## config.mk

```make
export PLATFORM = sky130hd
export DESIGN_NAME = accum_core_mc
export DESIGN_NICKNAME = d
export VERILOG_FILES = /design/src/rtl/accum_core_mc.sv
export SDC_FILE = /design/constraint.sdc
export NUM_CORES = 1
export LEC_CHECK = 0
export CAP_MARGIN = 20
export CORE_ASPECT_RATIO = 0.6
export CORE_MARGIN = 1
export CORE_UTILIZATION = 65
export DETAILED_ROUTE_END_ITERATION = 16
export GPL_TIMING_DRIVEN = 1
export PLACE_DENSITY_LB_ADDON = 0.15
export SYNTH_ARGS = -nofsm -noshare
export SYNTH_HDL_FRONTEND = slang
export SYNTH_SLANG_ARGS = --single-unit
export TNS_END_PERCENT = 100
```

## constraint.sdc

```tcl
create_clock -name clk -period 6 [get_ports clk]
set_clock_uncertainty 0.2 [all_clocks]
set_input_delay 1.2 -clock clk [delete_from_list [all_inputs] [get_ports clk]]
set_output_delay 1.2 -clock clk [all_outputs]
set_load 0.05 [all_outputs]
```

## src/rtl/accum_core_mc.sv

```systemverilog
// Multi-cycle accumulator core: fetches {opcode,operand} words over a req/ack port,
// executes against an accumulator and register file, and stops in a sticky HALT state.
module accum_core_mc #(
  parameter int unsigned REG_AW = 5,
  parameter int unsigned DATA_W = 8,
  parameter int unsigned ADDR_W = 8,
  parameter int unsigned CNT_W  = 16
) (
  input  logic              clk,
  input  logic              reset,
  output logic              mem_req,
  output logic              mem_we,
  output logic [ADDR_W-1:0] mem_addr,
  output logic [DATA_W-1:0] mem_wdata,
  input  logic [DATA_W-1:0] mem_rdata,
  input  logic              mem_ack,
  output logic              halted,
  output logic              retire,
  output logic [CNT_W-1:0]  retired,
  output logic [ADDR_W-1:0] pc_o,
  output logic [DATA_W-1:0] acc_o
);

  localparam int unsigned NREG  = 2**REG_AW;
  localparam int unsigned OPC_W = 3;

  localparam logic [OPC_W-1:0] OP_LDI = 3'd0;
  localparam logic [OPC_W-1:0] OP_LDR = 3'd1;
  localparam logic [OPC_W-1:0] OP_STR = 3'd2;
  localparam logic [OPC_W-1:0] OP_ADD = 3'd3;
  localparam logic [OPC_W-1:0] OP_SUB = 3'd4;
  localparam logic [OPC_W-1:0] OP_LW  = 3'd5;
  localparam logic [OPC_W-1:0] OP_SW  = 3'd6;
  localparam logic [OPC_W-1:0] OP_BNZ = 3'd7;

  typedef enum logic [1:0] {S_FETCH, S_EXEC, S_MEM, S_HALT} state_t;

  state_t            state_q, state_d;
  logic [ADDR_W-1:0] pc_q, pc_d, addr_q, addr_d;
  logic [DATA_W-1:0] acc_q, acc_d, instr_q, instr_d, wdata_q, wdata_d;
  logic              req_q, req_d, we_q, we_d;
  logic              halted_q, halted_d, retire_q, retire_d;
  logic [CNT_W-1:0]  retired_q, retired_d;
  logic [DATA_W-1:0] rf_q [NREG];

  logic              rf_we;
  logic [DATA_W-1:0] rf_wdata;
  logic              fin;
  logic [OPC_W-1:0]  opc;
  logic [REG_AW-1:0] k;
  logic [DATA_W-1:0] rk, simm;
  logic [ADDR_W-1:0] acc_addr;

  assign opc      = instr_q[DATA_W-1 -: OPC_W];
  assign k        = instr_q[REG_AW-1:0];
  assign rk       = rf_q[k];
  assign simm     = DATA_W'($signed(k));
  assign acc_addr = ADDR_W'(acc_q);

  // Next-state logic; the next fetch request is launched on the edge an instruction completes
  always_comb begin
    state_d   = state_q;
    pc_d      = pc_q;
    acc_d     = acc_q;
    instr_d   = instr_q;
    req_d     = req_q;
    we_d      = we_q;
    addr_d    = addr_q;
    wdata_d   = wdata_q;
    halted_d  = halted_q;
    retire_d  = 1'b0;
    retired_d = retired_q;
    rf_we     = 1'b0;
    rf_wdata  = acc_q;
    fin       = 1'b0;

    case (state_q)
      S_FETCH: begin
        if (!req_q) begin
          req_d  = 1'b1;
          we_d   = 1'b0;
          addr_d = pc_q;
        end else if (mem_ack) begin
          instr_d = mem_rdata;
          pc_d    = pc_q + ADDR_W'(1);
          req_d   = 1'b0;
          state_d = S_EXEC;
        end
      end
      S_EXEC: begin
        fin = 1'b1;
        case (opc)
          OP_LDI: acc_d = simm;
          OP_LDR: acc_d = rk;
          OP_STR: rf_we = 1'b1;
          OP_ADD: acc_d = acc_q + rk;
          OP_SUB: acc_d = acc_q - rk;
          OP_LW: begin
            fin     = 1'b0;
            req_d   = 1'b1;
            we_d    = 1'b0;
            addr_d  = acc_addr;
            state_d = S_MEM;
          end
          OP_SW: begin
            fin     = 1'b0;
            req_d   = 1'b1;
            we_d    = 1'b1;
            addr_d  = acc_addr;
            wdata_d = rk;
            state_d = S_MEM;
          end
          OP_BNZ: if (acc_q != '0) pc_d = pc_q + ADDR_W'($signed(rk));
          default: ;
        endcase
      end
      S_MEM: begin
        if (mem_ack) begin
          fin  = 1'b1;
          we_d = 1'b0;
          if (!we_q) begin
            rf_we    = 1'b1;
            rf_wdata = mem_rdata;
          end
        end
      end
      default: ;
    endcase

    // Retire; a nonzero write into the top register halts instead of fetching
    if (fin) begin
      retire_d = 1'b1;
      if (retired_q != '1) retired_d = retired_q + CNT_W'(1);
      if (rf_we && (k == REG_AW'(NREG - 1)) && (rf_wdata != '0)) begin
        state_d  = S_HALT;
        halted_d = 1'b1;
        req_d    = 1'b0;
        we_d     = 1'b0;
      end else begin
        state_d = S_FETCH;
        req_d   = 1'b1;
        we_d    = 1'b0;
        addr_d  = pc_d;
      end
    end
  end

  always_ff @(posedge clk) begin
    if (reset) begin
      state_q   <= S_FETCH;
      pc_q      <= '0;
      acc_q     <= '0;
      instr_q   <= '0;
      req_q     <= 1'b0;
      we_q      <= 1'b0;
      addr_q    <= '0;
      wdata_q   <= '0;
      halted_q  <= 1'b0;
      retire_q  <= 1'b0;
      retired_q <= '0;
    end else begin
      state_q   <= state_d;
      pc_q      <= pc_d;
      acc_q     <= acc_d;
      instr_q   <= instr_d;
      req_q     <= req_d;
      we_q      <= we_d;
      addr_q    <= addr_d;
      wdata_q   <= wdata_d;
      halted_q  <= halted_d;
      retire_q  <= retire_d;
      retired_q <= retired_d;
    end
  end

  always_ff @(posedge clk) begin
    if (reset) begin
      for (int i = 0; i < NREG; i++) rf_q[i] <= '0;
    end else if (rf_we) begin
      rf_q[k] <= rf_wdata;
    end
  end

  assign mem_req   = req_q;
  assign mem_we    = we_q;
  assign mem_addr  = addr_q;
  assign mem_wdata = wdata_q;
  assign halted    = halted_q;
  assign retire    = retire_q;
  assign retired   = retired_q;
  assign pc_o      = pc_q;
  assign acc_o     = acc_q;

endmodule

```

==> results.cfg <==
[run_status]
status = finished, final reports clean

[sta]
post-route-period-util_pct = 84.2
hold_viol = 0
setup_viol = 0
slew_headroom_pct = 31.9
rsz0062_at_grt = no
maxSlewViolCount = 0
setup-tns-final_ns = 0
setup_ws_ns = 0.950
fmax_ghz = 0.198
min_period_ns = 5.05
tightest_slew_ns = 1.02

[synthesis]
syn_area_per_cell_um2 = 11.4
synth_edf_count = 256
yosysWarnings = 0
synth_top_area_share_pct = 49.8
yosysUniqueCellTypes = 67
synth_flop_cell = edfxtp_1
synthesis.area_um2 = 15400
synth_area_leaders = edfxtp_1 50%, dfxtp_1 8.7%, nor2_1 8.2%
yosysTopAreaCell = edfxtp_1
ys_seq_area_share_pct = 58.5
async_flop_share_pct = 0
postSynthCellCount = 1358
synth_nets = 1391
ys_seq_elements = 323

[cts]
cts_resized = 0
path_clk_slew_ns = 0.07
clock_latency_ns = 0.57
cts_sinks = 323
post_cts_buffers = 0
clockBufferDepth = 3
ctsHoldBuffers = 0
cts_inserted_buffers = 28
cts.root.buffer_cell = clkbuf_16
tritoncts = built
htreeDepth = 1

[finish]
drive_gt1_share_pct = 8.90
areaGrowthSynthToFinish_pct = 11.9
fillers = 1541
layout_commonest_cell = nor2_1
nets = 1427
final_cell_mix = 339 x nor2_1, 256 x edfxtp_1, 101 x nand2_1
final_cells = 1730
diodes = 0

[placement]
dp.cells = 1679
io_buffers = 62
place_congestion = 1.00
pre_cts_ws_ns = 1.09
hpwl_mm = 29.7

[route]
antenna_left = 0
vias = 11500
drc = 0
viasPerCell = 6.67
firstDrtPassIters = 7
wl_per_cell_um = 25.3
wirelength_mm = 43.8
drt-initial-drc-count = 1819

[setup_path]
cp_slowest_stage_delay_ns = 0.83
critPathBufInv = 1
cp_common_cell = xnor2_1
cp-start-kind = flop
cp.arrival_ns = 5.27
r2r-end = acc_o[7]$_SDFFE_PP0P_
critPathKind = flop to flop
cp_slowest_cell = dfxtp_4
r2r_cells = 14
reg2reg_setup_slack_ns = 0.95
cp-end-kind = flop
critical-path-top-delay-family = compound AO/OA/AOI/OAI gates
cp.required_ns = 6.22
crit_path_max_fanout = 37
crit_chain = buf_4 -> mux4_2 -> a22o_1 -> a311oi_1 -> nand3_1 -> o31ai_2 -> xnor2_1 -> ha_1 -> or3_1 -> o21ai_0 -> a21oi_1 -> xnor2_1 -> xnor2_1 -> o32ai_1

[global_routing]
first_global_vias = 10600
overflow = 0
grt_max_degree = 62
grt_pass1_wl_mm = 64.7
grtUsageTotal_pct = 36.2
antenna_found_initial = 0

[min_path]
whs_endpoint = halted$_SDFFE_PP0P_
hold_depth = 2
worstHoldStart = halted$_SDFFE_PP0P_
hp-class = flop to flop

[power]
ir_drop_mv = 0.238
cellPowerDensity_nw_per_um2 = 390
p_leak_uw = 0.00571

[floorplan]
die_w_um = 201
core_area_um2 = 23200
row_count = 43
die-area_um2 = 24400
chipHeight_um = 121
start_util_pct = 66.6
ios = 63

[job]
cap_violations = 0
[cells in the mapped netlist, types with 5 or more instances]
cell type and count:
edfxtp_1 256, mux4_2 32, and3_1 10, nor2b_1 23, nand2_1 101, nor3_1 17, a211oi_1 17, ha_1 20
dfxtp_1 67, o21a_1 5, mux2_2 6, xnor2_1 13, clkbuf_1 63, nand2b_1 37, a222oi_1 8, nor2_1 339
inv_1 24, nand3_1 25, a21oi_1 34, a22oi_1 25, xor2_1 14, nor3b_1 8, o21ai_0 30, a311oi_1 7
mux2i_1 73, nand4_1 15, buf_2 8
[layer usage]
layer | GRT usage [%] | share of wire (%)
met5 | 0 | 0
met3 | 13.7 | 17
met4 | 7.73 | 2.0
met1 | 55.6 | 41
met2 | 48.4 | 40
[metrics by stage]
stage | cell area [um^2] | hold WS, ns | power (uW) | utilization [%]
floorplan | 15400 | 0.292 | 4140 | -
detailed placement | 16400 | 0.272 | 4850 | 70.6
CTS | 17300 | 0.286 | 6660 | 74.5
global route | 17300 | 0.330 | 6960 | 74.5
finish | 17300 | 0.288 | 6740 | 74.5
global placement | 16400 | 0.259 | 4800 | 70.6
[worst reg2reg max path, delay by kind of cell, from the launching register on]
kind            cells  cell delay [ns]
compound gates      6             1.17
flops               1             0.83
simple gates        2             0.82
mux                 1             0.61
buf+inv             1             0.57
xor+xnor            3             0.48
fa+ha+maj           1             0.24
[power by group]
part	switching [uW]	total (uW)	internal [uW]
Combinational	1440	2160	723
Sequential	204	2740	2530
Clock	815	1850	1030
[kinds of logic after synthesis]
logic type,synth area share [%]
adders and majority gates,1.88
buffers and inverters,3.10
xor gates and xnor gates,1.53
muxes,10.3
and+or+nand+nor,17.1
AOI/OAI and AO/OA,7.57
DFF,58.5
[cell type report]
type	instances	area [um^2]	share of cell area [%]
clock inverter	15	184	1.06
timing repair buffer	88	815	4.71
sequential	323	9030	52.3
inverter	24	90.1	0.521
multi-input combinational	929	6040	34.9
tap	315	394	2.28
clock buffer	36	731	4.23
[sequential cells by signal, summed over array words and instances, names as in the netlist, 2 cells and up, named ones only]
register   count
acc_o          8
pc_o           8
mem_addr       8
retired       16
rf_q         256
instr_q        8
mem_wdata      8
state_q        2
[worst max path at each step]
stage / slack (ns) / depth (start not counted) / to / start
2_1_floorplan: 1.91 / 23 / acc_o[5]$_SDFFE_PP0P_ / flop
3_3_place_gp: 1.19 / 14 / acc_o[7]$_SDFFE_PP0P_ / flop
3_5_place_dp: 1.09 / 14 / acc_o[7]$_SDFFE_PP0P_ / flop
4_1_cts: 1.06 / 14 / acc_o[7]$_SDFFE_PP0P_ / flop
5_1_grt: 0.69 / 19 / acc_o[7]$_SDFFE_PP0P_ / flop
6_report: 0.95 / 14 / acc_o[7]$_SDFFE_PP0P_ / flop
Note: power is estimated with default switching activity, not from simulation.
